$ cat config.mk
export PLATFORM = sky130hd
export DESIGN_NAME = vlsu_seg_iterator
export DESIGN_NICKNAME = d
export VERILOG_FILES = /design/src/rtl/vlsu_pkg.sv /design/src/rtl/vlsu_seg_iterator.sv
export SDC_FILE = /design/constraint.sdc
export NUM_CORES = 1
export LEC_CHECK = 0
export CAP_MARGIN = 20
export CORE_MARGIN = 2
export CORE_UTILIZATION = 30
export CTS_CLUSTER_DIAMETER = 100
export DETAILED_ROUTE_END_ITERATION = 8
export PLACE_DENSITY_LB_ADDON = 0.2
export SYNTH_ARGS = -nofsm -noshare
export SYNTH_HDL_FRONTEND = slang
export SYNTH_SLANG_ARGS = --single-unit
$ cat constraint.sdc
create_clock -name clk_i -period 4.34 [get_ports clk_i]
set_input_delay 0.434 -clock clk_i [delete_from_list [all_inputs] [get_ports clk_i]]
set_output_delay 0.434 -clock clk_i [all_outputs]
set_load 0.02 [all_outputs]
$ cat src/rtl/vlsu_pkg.sv
// Shared types for the VLSU request iterator and transaction control unit.
// Holds the request and meta beat structs, the page constants and FSM states.
package vlsu_pkg;

  localparam int unsigned ELEN         = 64;
  localparam int unsigned ADDR_W       = ELEN;
  localparam int unsigned SEG_LEN_W    = 20;
  localparam int unsigned CNT_W        = 16;
  localparam int unsigned TXN_CNT_W    = SEG_LEN_W - 12;
  localparam int unsigned REQ_ID_W     = 8;
  localparam int unsigned LTN_W        = 14;
  localparam int unsigned PAGE_OFF_W   = 13;
  localparam int unsigned PAGE_NIBBLES = 8192;

  localparam logic [1:0] ST_IDLE = 2'd0;
  localparam logic [1:0] ST_PREP = 2'd1;
  localparam logic [1:0] ST_EMIT = 2'd2;

  typedef struct packed {
    logic [REQ_ID_W-1:0]  reqId;
    logic                 isLoad;
    logic [ADDR_W-1:0]    baseAddr;
    logic [SEG_LEN_W-1:0] segNibbles;
    logic [ADDR_W-1:0]    segStride;
    logic [ADDR_W-1:0]    grpStride;
    logic [CNT_W-1:0]     nSeg;
    logic [CNT_W-1:0]     nGrp;
  } vlsu_req_t;

  typedef struct packed {
    logic [REQ_ID_W-1:0] reqId;
    logic                isLoad;
    logic [CNT_W-1:0]    rmnSeg;
    logic [CNT_W-1:0]    rmnGrp;
  } meta_glb_t;

  typedef struct packed {
    logic [ADDR_W-1:0]    segBaseAddr;
    logic [TXN_CNT_W-1:0] txnCnt;
    logic [TXN_CNT_W-1:0] txnNum;
    logic [LTN_W-1:0]     ltN;
  } meta_seglv_t;

  typedef struct packed {
    logic [TXN_CNT_W-1:0] txnNum;
    logic [LTN_W-1:0]     ltN;
  } seg_len_t;

endpackage

$ cat src/rtl/vlsu_seg_iterator.sv
// Walks a strided vector request group/segment/page-transaction and emits one
// meta beat per AXI transaction. Ports: clk_i, rst_ni, req_valid_i/ready_o,
// req_i, meta_valid_o/ready_i, meta_glb_o, meta_seglv_o, busy_o.
module vlsu_seg_iterator
  import vlsu_pkg::*;
#(
  parameter int unsigned AddrWidth   = ADDR_W,
  parameter int unsigned SegLenWidth = SEG_LEN_W,
  parameter int unsigned CntWidth    = CNT_W,
  parameter int unsigned TxnCntWidth = SegLenWidth - 12
) (
  input  logic        clk_i,
  input  logic        rst_ni,
  input  logic        req_valid_i,
  output logic        req_ready_o,
  input  vlsu_req_t   req_i,
  output logic        meta_valid_o,
  input  logic        meta_ready_i,
  output meta_glb_t   meta_glb_o,
  output meta_seglv_t meta_seglv_o,
  output logic        busy_o
);

  localparam logic [SegLenWidth:0] One = 1;

  // Page-bounded split of one segment: how many extra transactions follow
  // the first one and how many nibbles the last transaction carries.
  function automatic seg_len_t calc_len(
    input logic [PAGE_OFF_W-1:0]  page_off,
    input logic [SegLenWidth-1:0] nib
  );
    logic [SegLenWidth:0]   seg_end;
    logic [SegLenWidth:0]   last_page;
    logic [TxnCntWidth-1:0] num;
    seg_len_t               r;
    seg_end   = {{(SegLenWidth+1-PAGE_OFF_W){1'b0}}, page_off}
              + {1'b0, nib};
    num       = TxnCntWidth'((seg_end - One) >> PAGE_OFF_W);
    last_page = {num, {PAGE_OFF_W{1'b0}}};
    r.txnNum  = num;
    r.ltN     = LTN_W'(seg_end - last_page);
    return r;
  endfunction

  logic [1:0]             state;
  logic [REQ_ID_W-1:0]    req_id;
  logic                   is_load;
  logic [SegLenWidth-1:0] seg_nib;
  logic [AddrWidth-1:0]   seg_stride;
  logic [AddrWidth-1:0]   grp_stride;
  logic [CntWidth-1:0]    n_seg;
  logic [AddrWidth-1:0]   grp_base;
  logic [AddrWidth-1:0]   seg_base;
  logic [CntWidth-1:0]    rmn_seg;
  logic [CntWidth-1:0]    rmn_grp;
  logic [TxnCntWidth-1:0] txn_cnt;
  logic [TxnCntWidth-1:0] txn_num;
  logic [LTN_W-1:0]       lt_n;

  logic                   st_idle;
  logic                   st_prep;
  logic                   st_emit;
  logic [AddrWidth-1:0]   grp_next;
  seg_len_t               len;

  assign st_idle  = (state == ST_IDLE);
  assign st_prep  = (state == ST_PREP);
  assign st_emit  = (state == ST_EMIT);
  assign grp_next = grp_base + grp_stride;
  assign len      = calc_len(seg_base[PAGE_OFF_W-1:0], seg_nib);

  assign req_ready_o  = st_idle;
  assign meta_valid_o = st_emit;
  assign busy_o       = !st_idle;

  always_ff @(posedge clk_i or negedge rst_ni) begin
    if (!rst_ni) begin
      state      <= ST_IDLE;
      req_id     <= '0;
      is_load    <= 1'b0;
      seg_nib    <= '0;
      seg_stride <= '0;
      grp_stride <= '0;
      n_seg      <= '0;
      grp_base   <= '0;
      seg_base   <= '0;
      rmn_seg    <= '0;
      rmn_grp    <= '0;
      txn_cnt    <= '0;
      txn_num    <= '0;
      lt_n       <= '0;
    end else begin
      unique case (1'b1)
        st_idle: begin
          if (req_valid_i) begin
            req_id     <= req_i.reqId;
            is_load    <= req_i.isLoad;
            seg_nib    <= req_i.segNibbles;
            seg_stride <= req_i.segStride;
            grp_stride <= req_i.grpStride;
            n_seg      <= req_i.nSeg;
            grp_base   <= req_i.baseAddr;
            seg_base   <= req_i.baseAddr;
            rmn_seg    <= req_i.nSeg;
            rmn_grp    <= req_i.nGrp;
            state      <= ST_PREP;
          end
        end
        st_prep: begin
          txn_num <= len.txnNum;
          lt_n    <= len.ltN;
          txn_cnt <= '0;
          state   <= ST_EMIT;
        end
        st_emit: begin
          if (meta_ready_i) begin
            if (txn_cnt != txn_num) begin
              txn_cnt <= txn_cnt + 1'b1;
            end else if (rmn_seg != '0) begin
              rmn_seg  <= rmn_seg - 1'b1;
              seg_base <= seg_base + seg_stride;
              state    <= ST_PREP;
            end else if (rmn_grp != '0) begin
              rmn_grp  <= rmn_grp - 1'b1;
              rmn_seg  <= n_seg;
              grp_base <= grp_next;
              seg_base <= grp_next;
              state    <= ST_PREP;
            end else begin
              state <= ST_IDLE;
            end
          end
        end
        default: state <= ST_IDLE;
      endcase
    end
  end

  always_comb begin
    meta_glb_o        = '0;
    meta_glb_o.reqId  = req_id;
    meta_glb_o.isLoad = is_load;
    meta_glb_o.rmnSeg = rmn_seg;
    meta_glb_o.rmnGrp = rmn_grp;
  end

  always_comb begin
    meta_seglv_o             = '0;
    meta_seglv_o.segBaseAddr = seg_base;
    meta_seglv_o.txnCnt      = txn_cnt;
    meta_seglv_o.txnNum      = txn_num;
    meta_seglv_o.ltN         = lt_n;
  end

  // A zero-length segment has no meaningful transaction split.
  a_seg_nonzero: assert property (
    @(posedge clk_i) disable iff (!rst_ni)
    (req_valid_i && req_ready_o) |-> (req_i.segNibbles != '0)
  );

endmodule
# ---- Word level (Yosys, flattened, before mapping)
# Index checks and enable logic that the tools add are counted.
dict set report classes {
  n_eq_ne 10
  addsub 8
  n_mul 0
  n_shift 0
  bitwise 0
  div_mod_pow 0
  mux 31
  order_cmp 0
  reduce_logical 11
}
# cell count
set ops {}
lappend ops {{64-bit 2-to-1 mux} 8}
lappend ops {{64-bit case mux with 2 select lines} 2}
lappend ops {{16-bit 2-to-1 mux} 10}
lappend ops {{64-bit adder} 2}
lappend ops {{16-bit case mux with 2 select lines} 2}
lappend ops {{16-bit nonzero test} 2}
lappend ops {{16-bit by 1-bit subtractor with 16-bit output, second input constant} 2}
lappend ops {{13-bit by 20-bit adder with 21-bit output} 1}
lappend ops {{21-bit by 1-bit subtractor with 21-bit output, second input constant} 1}
lappend ops {{8-bit 2-to-1 mux} 2}
lappend ops {{8-bit case mux with 2 select lines} 1}
lappend ops {{14-bit subtractor} 1}
lappend ops {{8-bit by 1-bit adder with 8-bit output, second input constant} 1}
lappend ops {{8-bit != test} 1}
lappend ops {{2-bit 2-to-1 mux} 3}
lappend ops {{2-bit by 1-bit != test with 1-bit output, second input constant} 3}
lappend ops {{2-bit != test, second input constant} 3}
lappend ops {{2-bit case mux with 3 select lines} 1}
lappend ops {{3-bit AND reduction} 2}
lappend ops {{6-bit AND reduction} 1}
lappend ops {{5-bit AND reduction} 1}
lappend ops {{2-bit nonzero test} 2}
lappend ops {{3-bit by 1-bit != test with 1-bit output, second input constant} 1}
lappend ops {{2-bit by 1-bit equality test with 1-bit output, second input constant} 1}
lappend ops {{other kinds (5)} 6}
dict set report word_totals {
  output_inout_bits 138
  memories 0
  ram_bits 0
  latchBits 0
  ff_bits 365
  rom_bits 0
  word_cells 74
}

# ---- Logic depth before layout (Yosys ltp)
# Gate-level depths: netlist of run 1.
dict set report logic_depth {
  ltp_word 6
  ltp_mapped 15
}

# ---- Least setup slack after synthesis of run 1
# No wires, ideal clock.
dict set report synth_path {
  path_kind {register to register}
  startpoint {reg seg_base[46]}
  endpoint {reg seg_base[63]}
  t_required_ns 4.214
  period_less_slack_ns 3.345
  path_buffers 1
  setup_ns 0.126
  setup_slack_ns 0.995
  stages_incl_launch_ff 14
  t_arrival_ns 3.219
  cell_sequence {dfrtp_1 > ha_1 > clkbuf_1 > nand4_1 > nor3_1 > nand2_1 > nor3_1 > a211oi_1 > o31ai_1 > a41oi_1 > o21ai_1 > mux2_2 > a221o_1 > a221o_1}
}
dict set report synth_via {
  elab_chain_len 5
}
# element line
set synth_rtl {}
lappend synth_rtl {{from (decl)} vlsu_seg_iterator.sv:53} ;# logic [AddrWidth-1:0] seg_base;
lappend synth_rtl {{from (signal assigned)} vlsu_seg_iterator.sv:103} ;# seg_base <= req_i.baseAddr;
lappend synth_rtl {{from (signal assigned)} vlsu_seg_iterator.sv:121} ;# seg_base <= seg_base + seg_stride;
lappend synth_rtl {{from (signal assigned)} vlsu_seg_iterator.sv:127} ;# seg_base <= grp_next;
lappend synth_rtl {{64-bit adder} vlsu_seg_iterator.sv:121}
lappend synth_rtl {{64-bit 2-to-1 mux} vlsu_seg_iterator.sv:119} ;# end else if (rmn_seg != '0) begin
lappend synth_rtl {{64-bit 2-to-1 mux} vlsu_seg_iterator.sv:117} ;# if (txn_cnt != txn_num) begin
lappend synth_rtl {{64-bit 2-to-1 mux} vlsu_seg_iterator.sv:116} ;# if (meta_ready_i) begin
lappend synth_rtl {{64-bit case mux with 2 select lines} vlsu_seg_iterator.sv:93} ;# unique case (1'b1)
# Every way passes these cells. The select of a mux whose other input is x is not followed.
# A chain may end at the register's enable or synchronous reset.

# ---- Final worst setup path of run 1
dict set report layout_path {
  startpoint {reg seg_base[9]}
  endpoint {reg seg_base[63]}
}
# Same word-level chain as after synthesis.

==> results of run 1 <==
sequential cells by signal (all words and copies together), names as in the netlist:
name        flops
seg_nib        20
grp_base       64
lt_n           14
txn_cnt         8
rmn_seg        16
req_id          8
state           2
txn_num         8
seg_base       64
grp_stride     64
rmn_grp        16
seg_stride     64
is_load         1
n_seg          16
power groups by stage:
stage	registers, W	logic (W)	clock network (W)
2_1_floorplan	0.00677	0.0140	0
3_3_place_gp	0.00665	0.0211	0
3_5_place_dp	0.00670	0.0210	0
4_1_cts	0.00665	0.0211	0.00437
5_1_grt	0.00686	0.0233	0.00451
6_report	0.00664	0.0213	0.00429
worst max path at each step:
stage	startpoint	endpoint	slack (ps)	cells after the start
final	seg_base[9]	seg_base[63]	290	13
after global routing	seg_base[1]	seg_base[57]	90	14
after CTS	seg_base[1]	seg_base[61]	350	13
after detailed placement	seg_base[1]	seg_base[57]	370	14
after global placement	rmn_seg[1]	seg_base[52]	410	14
after floorplan	seg_base[46]	seg_base[63]	1000	13
Yosys cell counts (39+ instances only):
library cell / n / area share, %
inv_1: 52 / 0.80
a21o_1: 55 / 1.7
xor2_1: 46 / 1.6
dfrtp_1: 365 / 37
nor2_1: 223 / 3.4
nand2_1: 343 / 5.3
nor3_1: 56 / 1.1
mux2_2: 181 / 8.3
ha_1: 142 / 7.3
clkbuf_1: 108 / 1.7
a21oi_1: 259 / 5.3
a211oi_1: 39 / 1.2
a31oi_1: 50 / 1.3
o21ai_0: 216 / 4.4
xnor2_1: 91 / 3.3
nand3_1: 56 / 1.1
kinds of logic (layout without fill, tap and decap cells):
| family | after synthesis | count (layout) |
|---|---|---|
| AND/OR/NAND/NOR | 873 | 873 |
| AO/OA/AOI/OAI | 845 | 845 |
| flip-flops | 365 | 365 |
| buffers and inverters | 205 | 593 |
| multiplexers | 196 | 196 |
| adder cells (fa/ha/maj) | 145 | 145 |
| XOR/XNOR | 137 | 137 |
| other | 0 | 1 |
cells in the final DEF, fill, tap and decap left out, types with 54 or more instances in the layout:
| cell type | Yosys | layout |
|---|---|---|
| mux2_2 | 181 | 181 |
| clkdlybuf4s50_1 | 0 | 393 |
| buf_4 | 2 | 54 |
| nor2_1 | 223 | 222 |
| a21o_1 | 55 | 55 |
| o21ai_0 | 216 | 216 |
| ha_1 | 142 | 142 |
| a21oi_1 | 259 | 259 |
| xnor2_1 | 91 | 91 |
| nand3_1 | 56 | 56 |
| nor3_1 | 56 | 56 |
| nand2_1 | 343 | 340 |
| dfrtp_1 | 365 | 365 |
cell type report:
cell class | count | area, µm² | share of cell area (%)
multi-input cells | 2196 | 14500 | 46.3
flip-flops and latches | 365 | 9130 | 29.1
repair buffers | 457 | 4520 | 14.4
clock buffers | 65 | 1390 | 4.42
well taps | 1060 | 1330 | 4.23
clock inverters | 18 | 277 | 0.881
inverters | 53 | 201 | 0.642
diodes | 1 | 2.50 | 0.00798
per-stage QoR:
stage          hold WS [ps]  cells  util, %
2_1_floorplan           138   2766        -
3_3_place_gp            460   4130     36.8
3_5_place_dp            466   4130     36.8
4_1_cts                 390   4214     38.9
5_1_grt                 415   4215     38.9
6_report                416   4215     38.9
per-layer routing:
metal,routed length (µm),global-route usage [%],up-vias,part of all wire [%]
met5,93,0,-,0.10
met4,2400,5.69,16,2.6
met3,5940,3.78,129,6.4
met2,42600,35.0,690,46
met1,41400,29.3,10900,45
li1,-,-,10800,-
worst max-delay path: cells and delay by family, from the launching register on:
| family | cells | cell delay (ps) |
|---|---|---|
| compound gates | 7 | 1840 |
| simple gates | 3 | 660 |
| flops | 1 | 450 |
| fa+ha+maj | 1 | 420 |
| mux | 1 | 390 |
| buf+inv | 1 | 190 |
==> results by group, run 1 <==
Min path
  • Worst Hold Class: input port to flop
  • Cells on Worst Hold Path: 3
  • Hold endpoint: rmn_grp[0]
  • Worst Hold Launch: req_i[0]

Power and ir drop
  • Share of total power consumed by net switching: 49.1%
  • Worst vdd rail ir drop: 0.431 mV
  • Overall power consumption: 0.0322 W
  • Static Leak: 13.0 nW
  • Internal Pwr Total: 0.0164 W
  • Switching component of the power: 0.0158 W
  • Sequential share of power: 20.6%
  • Combinational group share of total power: 66.0%
  • Clock Power Share: 13.3%
  • Power density over cell area: 1030 nW/µm²

STA
  • Worst Clk Skew: 18.7 ps
  • Final clock period utilization by the worst path: 93.2%
  • Unrepaired setup endpoints after global routing: no
  • Final-report max-slew violation count: 0
  • Worst slew pin tran: 1010 ps
  • Fin crit period: 4050 ps
  • Max Clock Freq: 247 MHz
  • Hold Fails Final Rpt: 0
  • Final setup vio count: 0
  • Setup TNS: 0 ps
  • Worst slew margin relative to its limit: 32.7%
  • Final worst-path setup slack: 295 ps

Routing
  • WL per Instance: 21.9 µm
  • Routed via count divided by cell count: 5.33
  • Total number of vias: 22500
  • Post-route antenna net violation count: 0
  • DR iter-0 viols: 1626
  • Pre-antenna DRT Iters: 5
  • Drt total wl: 92.4 mm
  • DRC violations left: 0

Final layout
  • Post-layout instance area: 31400 µm²
  • Ratio of cells with drive above 1 in the final layout: 11.6%
  • Fill cell count: 8243
  • Area growth from synthesis to layout: 28.3%
  • Number of nets at the end of the flow: 3522

Placed design
  • I/O Buffers: 394
  • Gp weighted congestion: 0.921
  • Worst-case setup slack after placement: 374 ps
  • HPWL after detailed placement: 70.7 mm
  • Post-placement cell area: 29700 µm²

Logic synthesis
  • Post-synthesis simple-gate area fraction: 16.4%
  • Number of synthesis warnings: 0
  • XOR/XNOR Fraction of Synth Area: 4.91%
  • Combinational family with the most area after synthesis: compound AO/OA/AOI/OAI gates
  • Adder and majority gate portion of the synthesized area: 7.51%
  • Average size of a mapped cell: 8.84 µm²
  • Sequential element share of the synthesized area: 37.3%
  • Synth async-reset ratio: 100%
  • Post-synth top flop: dfrtp_1
  • Count of state elements after synthesis: 365
  • Post-synth net total: 3168
  • Share of synthesized area spent on multiplexers: 8.95%
  • Post-synthesis cell count: 2766
  • Area of the mapped netlist: 24500 µm²
  • Number of enable flip-flop cells after synthesis: 0
  • Number of library cell types mapped by synthesis: 89
  • Compound-Gate Fraction of Synth Area: 21.5%

Clock tree
  • Clk_lat worst skew: 600 ps
  • Post-CTS Setup Inserts: 0
  • Clock transition at the register clock pins on the worst setup and hold paths after CTS: 60 ps
  • Clock tree buffer depth: 3
  • Clock tree from TritonCTS: done
  • Number of sinks handled by clock tree synthesis: 365
  • Number of buffers created by CTS: 47
  • Cts-stage hold buffer count: 1
  • H-Tree Depth: 2
  • Clock Root Buffer: clkbuf_16
  • Number of gates resized after CTS: 0

Die
  • Starting utilization of the core area: 30.3%
  • Core region area: 80700 µm²
  • Die outline area: 83800 µm²
  • Number of top-level pins: 395
  • Horizontal extent of the die: 290 µm
  • Die height: 290 µm
  • Cell Rows: 104

Run status
  • Status: finished clean

Critical path
  • Cell breakdown of the critical path: ha_1 -> nand3_1 -> nor4_1 -> o2111ai_1 -> nand3_1 -> a211oi_2 -> buf_4 -> o41ai_1 -> a41oi_1 -> o21ai_1 -> mux2_2 -> a221o_1 -> a221o_1
  • Largest stage delay on the critical path: 470 ps
  • Capture instance of the worst register-to-register path: seg_base[63]
  • Arrival time of the worst setup path: 4510 ps
  • Worst Setup End Kind: flop
  • Start-to-end type of the worst setup path: flop to flop
  • Slack of the worst reg-to-reg path: 290 ps
  • Worst-path maximum fanout: 6
  • CP startpoint kind: flop
  • Worst endpoint required time: 4810 ps
  • R2R Path Start: seg_base[9]
  • Worst Reg-to-Reg Cells: 13
  • Max stage delay cell, worst path: o21ai_1

GRT
  • Pin count of the biggest net entering global routing: 91
  • Total Routing Usage GR: 21.5%
  • Grt ovf: 0
  • First-pass GRT wire length: 137 mm
  • Number of antenna violations at the first check in global routing: 9
  • Number of global-route vias before repair: 21800

Flow run
  • Max cap viols: 0
Power figures use the tool's default switching activity.
==> run 2, diff against run 1 <==
CORE_UTILIZATION = 55   (was 30)
==> run 2 against run 1 <==
  * Cell count down 12%
  * Global-route usage up 16 points
  * Count of clock-buffer cells in the layout down 7
  * Core utilization up 30 points
  * Maximum frequency up 0.67%
  * Routed wire length down 5.7%
  * Critical path depth down 1
  * Clock skew up 17 ps
  * Flip-flop and latch count unchanged
  * Sequential share of layout area up 0.82 points
  * Largest cell class unchanged
  * Highest routed layer unchanged
  * Setup slack better by 27 ps
==> results by group, run 2 (synthesis results as in run 1) <==
GRT
  • Grt ovf: 0 (unchanged)
  • Number of antenna violations at the first check in global routing: 4 (was 9)
  • Total Routing Usage GR: 37.0% (was 21.5%)
  • Number of global-route vias before repair: 23000 (was 21800)
  • First-pass GRT wire length: 134 mm (was 137 mm)
  • Pin count of the biggest net entering global routing: 128 (was 91)

Final layout
  • Most frequent standard cell in the layout excluding fill and tap cells: clkdlybuf4s50_1 (unchanged)
  • Fill cell count: 3502 (was 8243)
  • Number of nets at the end of the flow: 3497 (was 3522)
  • Most frequent cells in the layout: 393 x clkdlybuf4s50_1, 365 x dfrtp_1, 340 x nand2_1 (unchanged)
  • Area growth from synthesis to layout: 24.8% (was 28.3%)
  • Ratio of cells with drive above 1 in the final layout: 10.9% (was 11.6%)

Placed design
  • Gp weighted congestion: 0.990 (was 0.921)
  • HPWL after detailed placement: 65.1 mm (was 70.7 mm)
  • I/O Buffers: 394 (unchanged)

Die
  • Die outline area: 46200 µm² (was 83800 µm²)
  • Cell Rows: 77 (was 104)
  • Starting utilization of the core area: 55.6% (was 30.3%)
  • Number of top-level pins: 395 (unchanged)
  • Die height: 215 µm (was 290 µm)
  • Core region area: 44000 µm² (was 80700 µm²)
  • Horizontal extent of the die: 215 µm (was 290 µm)

Clock tree
  • Clock Root Buffer: clkbuf_16 (unchanged)
  • Number of sinks handled by clock tree synthesis: 365 (unchanged)
  • Clock tree from TritonCTS: done (unchanged)
  • Post-CTS Setup Inserts: 0 (unchanged)
  • Clk_lat worst skew: 600 ps (about the same)
  • Clock tree buffer depth: 3 (unchanged)
  • Number of buffers created by CTS: 43 (was 47)
  • H-Tree Depth: 2 (unchanged)
  • Clock transition at the register clock pins on the worst setup and hold paths after CTS: 60 ps (about the same)

STA
  • Worst slew margin relative to its limit: 34.0% (was 32.7%)
  • Max Clock Freq: 249 MHz (was 247 MHz)
  • Final setup vio count: 0 (unchanged)
  • Worst slew pin tran: 990 ps (was 1010 ps)
  • Worst Clk Skew: 35.8 ps (was 18.7 ps)
  • Final clock period utilization by the worst path: 92.6% (was 93.2%)
  • Hold Fails Final Rpt: 0 (unchanged)
  • Setup TNS: 0 ps (unchanged)
  • Post-route worst hold slack: 419 ps (was 416 ps)
  • Unrepaired setup endpoints after global routing: no (unchanged)
  • Fin crit period: 4020 ps (was 4050 ps)
  • Final-report max-slew violation count: 0 (unchanged)

Critical path
  • Worst endpoint required time: 4810 ps (about the same)
  • Max stage delay cell, worst path: o21ai_1 (unchanged)
  • Largest stage delay on the critical path: 470 ps (about the same)
  • Slack of the worst reg-to-reg path: 320 ps (was 290 ps)
  • Crit path buf inv count: 0 (was 1)
  • Start-to-end type of the worst setup path: flop to flop (unchanged)
  • CP startpoint kind: flop (unchanged)
  • Worst-path maximum fanout: 7 (was 6)
  • Cell breakdown of the critical path: ha_1 -> nand4_1 -> nor3_1 -> nand2_1 -> nor3_1 -> a211oi_1 -> o31ai_1 -> a41oi_1 -> o21ai_1 -> mux2_2 -> a221o_1 -> a221o_1 (was ha_1 -> nand3_1 -> nor4_1 -> o2111ai_1 -> nand3_1 -> a211oi_2 -> buf_4 -> o41ai_1 -> a41oi_1 -> o21ai_1 -> mux2_2 -> a221o_1 -> a221o_1)
  • Worst Setup End Kind: flop (unchanged)
  • Arrival time of the worst setup path: 4490 ps (was 4510 ps)
  • Cell family contributing the most delay on the critical path: compound AO/OA/AOI/OAI gates (unchanged)

Flow run
  • Max cap viols: 0 (unchanged)

Routing
  • Post-route antenna net violation count: 0 (unchanged)
  • Pre-antenna DRT Iters: 6 (was 5)
  • Routed via count divided by cell count: 6.33 (was 5.33)
  • Drt total wl: 87.1 mm (was 92.4 mm)
  • Total number of vias: 23600 (was 22500)
  • WL per Instance: 23.4 µm (was 21.9 µm)
  • DR iter-0 viols: 2364 (was 1626)
  • DRC violations left: 0 (unchanged)

Min path
  • Worst Hold Class: input port to flop (unchanged)

Run status
  • Status: finished clean (unchanged)
[run 2: cell count changes in the layout (fill, tap and decap cells not counted), moves of 2 or more]
cell	delta
clkinv_2	+3
buf_4	-22
clkinv_4	-2
clkbuf_16	-5
diode_2	+3
[run 2: final timing paths]
check	startpoint	cells past startpoint	end
setup / recovery	seg_base[49]	12	seg_base[63]
hold / removal	req_i[0]	3	rmn_grp[0]
setup reg to reg	seg_base[49]	12	seg_base[63]
hold reg to reg	grp_base[14]	2	grp_base[14]
max in group asynchronous	rst_ni	3	seg_base[1]
min in group asynchronous	rst_ni	2	grp_stride[6]
[run 2: worst min-delay path, stage by stage]
cell             delay [ps]
clkdlybuf4s50_1         400
nand3_1                  70
nand2_1                  50
[run 2: final cells by class]
cell class / count / area [µm²] / share of cell area (%)
diodes: 4 / 10.0 / 0.0328
clock buffers: 58 / 1240 / 4.08
clock inverters: 21 / 299 / 0.980
inverters: 53 / 201 / 0.660
multi-input cells: 2196 / 14500 / 47.6
flip-flops and latches: 365 / 9130 / 29.9
well taps: 592 / 741 / 2.43
repair buffers: 436 / 4370 / 14.3
[run 2: layer usage]
| metal | share of wire, % | track usage, % | vias to the layer above |
|---|---|---|---|
| met1 | 41 | 50.1 | 11400 |
| li1 | - | - | 10700 |
| met4 | 4.5 | 15.3 | 2 |
| met5 | 0.021 | 0 | - |
| met2 | 45 | 58.5 | 1231 |
| met3 | 9.0 | 7.12 | 227 |
[run 2: timing repair]
action                                  in CTS  in global routing
hold buffers                                 1                  0
resized for setup                            0                  1
endpoints found under the hold margin       34                  0
endpoints found under the setup margin       0                  1
[run 2: stage by stage]
step	setup slack [ps]	instance area [µm²]	utilization, %	instances
after floorplan	995	24500	-	2766
after global placement	464	28900	65.7	3639
after detailed placement	354	28900	65.7	3640
after CTS	302	30500	69.3	3720
after global routing	4.81	30500	69.3	3722
final	322	30500	69.3	3725
Power of run 2 is left out: the tool's default activity adds up to more than one toggle a clock period on the data nets, which glitch-free logic cannot reach.
==> run 3, diff against run 2 <==
CAP_MARGIN = 5   (was 20)
CELL_PAD_IN_SITES_DETAIL_PLACEMENT = 2   (was unset)
CELL_PAD_IN_SITES_GLOBAL_PLACEMENT = 2   (was unset)
CORE_UTILIZATION = 33   (was 55)
==> run 3 against run 2 <==
  * Routed wire length increased by 22%
  * Core utilization decreased by 27 points
  * Setup slack got worse by 180 ps
  * Flip-flop and latch count unchanged
  * Count of clock-buffer cells in the layout increased by 17
  * First-iteration DRC count decreased by 47%
  * Hold slack got worse by 17 ps
  * Maximum frequency decreased by 4.4%
==> results by group, run 3 (synthesis results as in run 1) <==
Run status
  • Status: finished clean (unchanged)

STA
  • Worst slew pin tran: 1060 ps (was 990 ps)
  • Final clock period utilization by the worst path: 96.8% (was 92.6%)
  • Unrepaired setup endpoints after global routing: yes (was no)
  • Worst slew margin relative to its limit: 28.8% (was 34.0%)
  • Final setup vio count: 0 (unchanged)
  • Max Clock Freq: 238 MHz (was 249 MHz)
  • Fin crit period: 4200 ps (was 4020 ps)
  • Worst Clk Skew: 23.6 ps (was 35.8 ps)
  • Final-report max-slew violation count: 0 (unchanged)
  • Setup TNS: 0 ps (unchanged)
  • Hold Fails Final Rpt: 0 (unchanged)

Final layout
  • Most frequent standard cell in the layout excluding fill and tap cells: clkdlybuf4s50_1 (unchanged)
  • Ratio of cells with drive above 1 in the final layout: 11.1% (was 10.9%)
  • Final design utilization: 42.5% (was 69.3%)
  • Number of nets at the end of the flow: 3509 (was 3497)
  • Area growth from synthesis to layout: 27.2% (was 24.8%)
  • Post-layout instance area: 31100 µm² (was 30500 µm²)
  • Most frequent cells in the layout: 393 x clkdlybuf4s50_1, 365 x dfrtp_1, 340 x nand2_1 (unchanged)
  • Non-filler instance count after layout: 4107 (was 3725)

Die
  • Horizontal extent of the die: 276 µm (was 215 µm)
  • Starting utilization of the core area: 33.4% (was 55.6%)
  • Cell Rows: 99 (was 77)
  • Die outline area: 76300 µm² (was 46200 µm²)
  • Die height: 276 µm (was 215 µm)
  • Number of top-level pins: 395 (unchanged)
  • Core region area: 73200 µm² (was 44000 µm²)

Clock tree
  • Clock tree from TritonCTS: done (unchanged)
  • Number of sinks handled by clock tree synthesis: 365 (unchanged)
  • Post-CTS Setup Inserts: 0 (unchanged)
  • Clock tree buffer depth: 3 (unchanged)
  • Clock transition at the register clock pins on the worst setup and hold paths after CTS: 60 ps (about the same)
  • H-Tree Depth: 2 (unchanged)
  • Number of buffers created by CTS: 47 (was 43)
  • Clk_lat worst skew: 620 ps (was 600 ps)
  • Clock Root Buffer: clkbuf_16 (unchanged)

Critical path
  • Worst endpoint required time: 4820 ps (was 4810 ps)
  • Slack of the worst reg-to-reg path: 140 ps (was 320 ps)
  • Most common cell type on the critical path: a221o_1
  • CP startpoint kind: flop (unchanged)
  • Start-to-end type of the worst setup path: flop to flop (unchanged)
  • Max stage delay cell, worst path: o21ai_1 (unchanged)
  • Capture instance of the worst register-to-register path: seg_base[63] (unchanged)
  • Arrival time of the worst setup path: 4690 ps (was 4490 ps)
  • R2R Path Start: seg_base[8] (was seg_base[49])
  • Cell breakdown of the critical path: ha_1 -> nand2_1 -> nor4_1 -> o2111ai_1 -> nand3_1 -> a211oi_2 -> buf_4 -> o41ai_1 -> a41oi_1 -> o21ai_1 -> mux2_2 -> a221o_1 -> a221o_1 (was ha_1 -> nand4_1 -> nor3_1 -> nand2_1 -> nor3_1 -> a211oi_1 -> o31ai_1 -> a41oi_1 -> o21ai_1 -> mux2_2 -> a221o_1 -> a221o_1)
  • Largest stage delay on the critical path: 490 ps (was 470 ps)
  • Worst Setup End Kind: flop (unchanged)
  • Worst Reg-to-Reg Cells: 13 (was 12)
  • Worst-path maximum fanout: 5 (was 7)

GRT
  • First-pass GRT wire length: 163 mm (was 134 mm)
  • Total Routing Usage GR: 27.5% (was 37.0%)
  • Pin count of the biggest net entering global routing: 139 (was 128)
  • Number of global-route vias before repair: 25900 (was 23000)
  • Number of antenna violations at the first check in global routing: 6 (was 4)
  • Grt ovf: 0 (unchanged)

Routing
  • Total number of vias: 23400 (was 23600)
  • Post-route antenna net violation count: 0 (unchanged)
  • Routed via count divided by cell count: 5.71 (was 6.33)
  • WL per Instance: 25.9 µm (was 23.4 µm)
  • DRC violations left: 0 (unchanged)
  • Pre-antenna DRT Iters: 5 (was 6)
  • Drt total wl: 106 mm (was 87.1 mm)
  • DR iter-0 viols: 1264 (was 2364)

Min path
  • Cells on Worst Hold Path: 3 (unchanged)
  • Worst Hold Class: input port to flop (unchanged)
  • Hold endpoint: rmn_grp[0] (unchanged)
  • Worst Hold Launch: req_i[0] (unchanged)

Placed design
  • Gp weighted congestion: 0.941 (was 0.990)
  • Placed instance count: 4016 (was 3640)
  • Post-placement cell area: 29500 µm² (was 28900 µm²)
  • HPWL after detailed placement: 80.8 mm (was 65.1 mm)
  • I/O Buffers: 394 (unchanged)

Flow run
  • Max cap viols: 0 (unchanged)
==> run 3: cell count changes in the layout (fill, tap and decap cells not counted), sizes merged <==
cell,previous run,this run
diode,4,6
clkbuf,58,75
bufinv,7,2
buf,42,50
clkinv,13,6
==> run 3: critical path, delay by kind of cell, from the launching register on <==
kind                       cells  cell delay [ps]
adders and majority gates      1              410
and+or+nand+nor                3              790
DFF                            1              430
AOI/OAI and AO/OA              7             1860
buffers and inverters          1              180
muxes                          1              400
==> run 3: layout make-up <==
type | instances | area, µm²
repair buffers | 444 | 4460
flip-flops and latches | 365 | 9130
diodes | 6 | 15.0
fillers | 7919 | 42100
well taps | 959 | 1200
clock buffers | 75 | 1420
clock inverters | 9 | 136
multi-input cells | 2196 | 14500
inverters | 53 | 201
==> run 3: how the worst max path moves through the flow <==
stage             startpoint            to  slack, ps  cells after the start
6_report         seg_base[8]  seg_base[63]        140                     13
5_1_grt          seg_base[0]  seg_base[54]        -10                     15
4_1_cts          grp_base[4]  seg_base[61]        110                     13
3_5_place_dp   grp_stride[4]  seg_base[61]        160                     13
3_3_place_gp     seg_base[3]  seg_base[61]        310                     12
2_1_floorplan   seg_base[46]  seg_base[63]       1000                     13
==> run 3: layer usage <==
layer | global-route usage [%] | vias to the layer above | wire [µm]
met5 | 0 | - | 0
met2 | 48.0 | 538 | 52300
met3 | 3.41 | 153 | 4220
met1 | 35.3 | 12000 | 46400
met4 | 9.05 | 0 | 3540
li1 | - | 10700 | -
==> run 3: repair_timing <==
item / CTS / global route
hold endpoints to repair: 62 / 0
gates resized for setup: 0 / 5
hold buffers: 1 / 0
setup endpoints to repair: 0 / 6
==> run 3: per-stage QoR <==
step                worst slack [ps]  hold WS (ps)
floorplan                        995           138
global placement                 313           463
detailed placement               162           470
CTS                              106           371
global route                   -10.5           420
finish                           138           402
Power of run 3 is left out for the same reason.
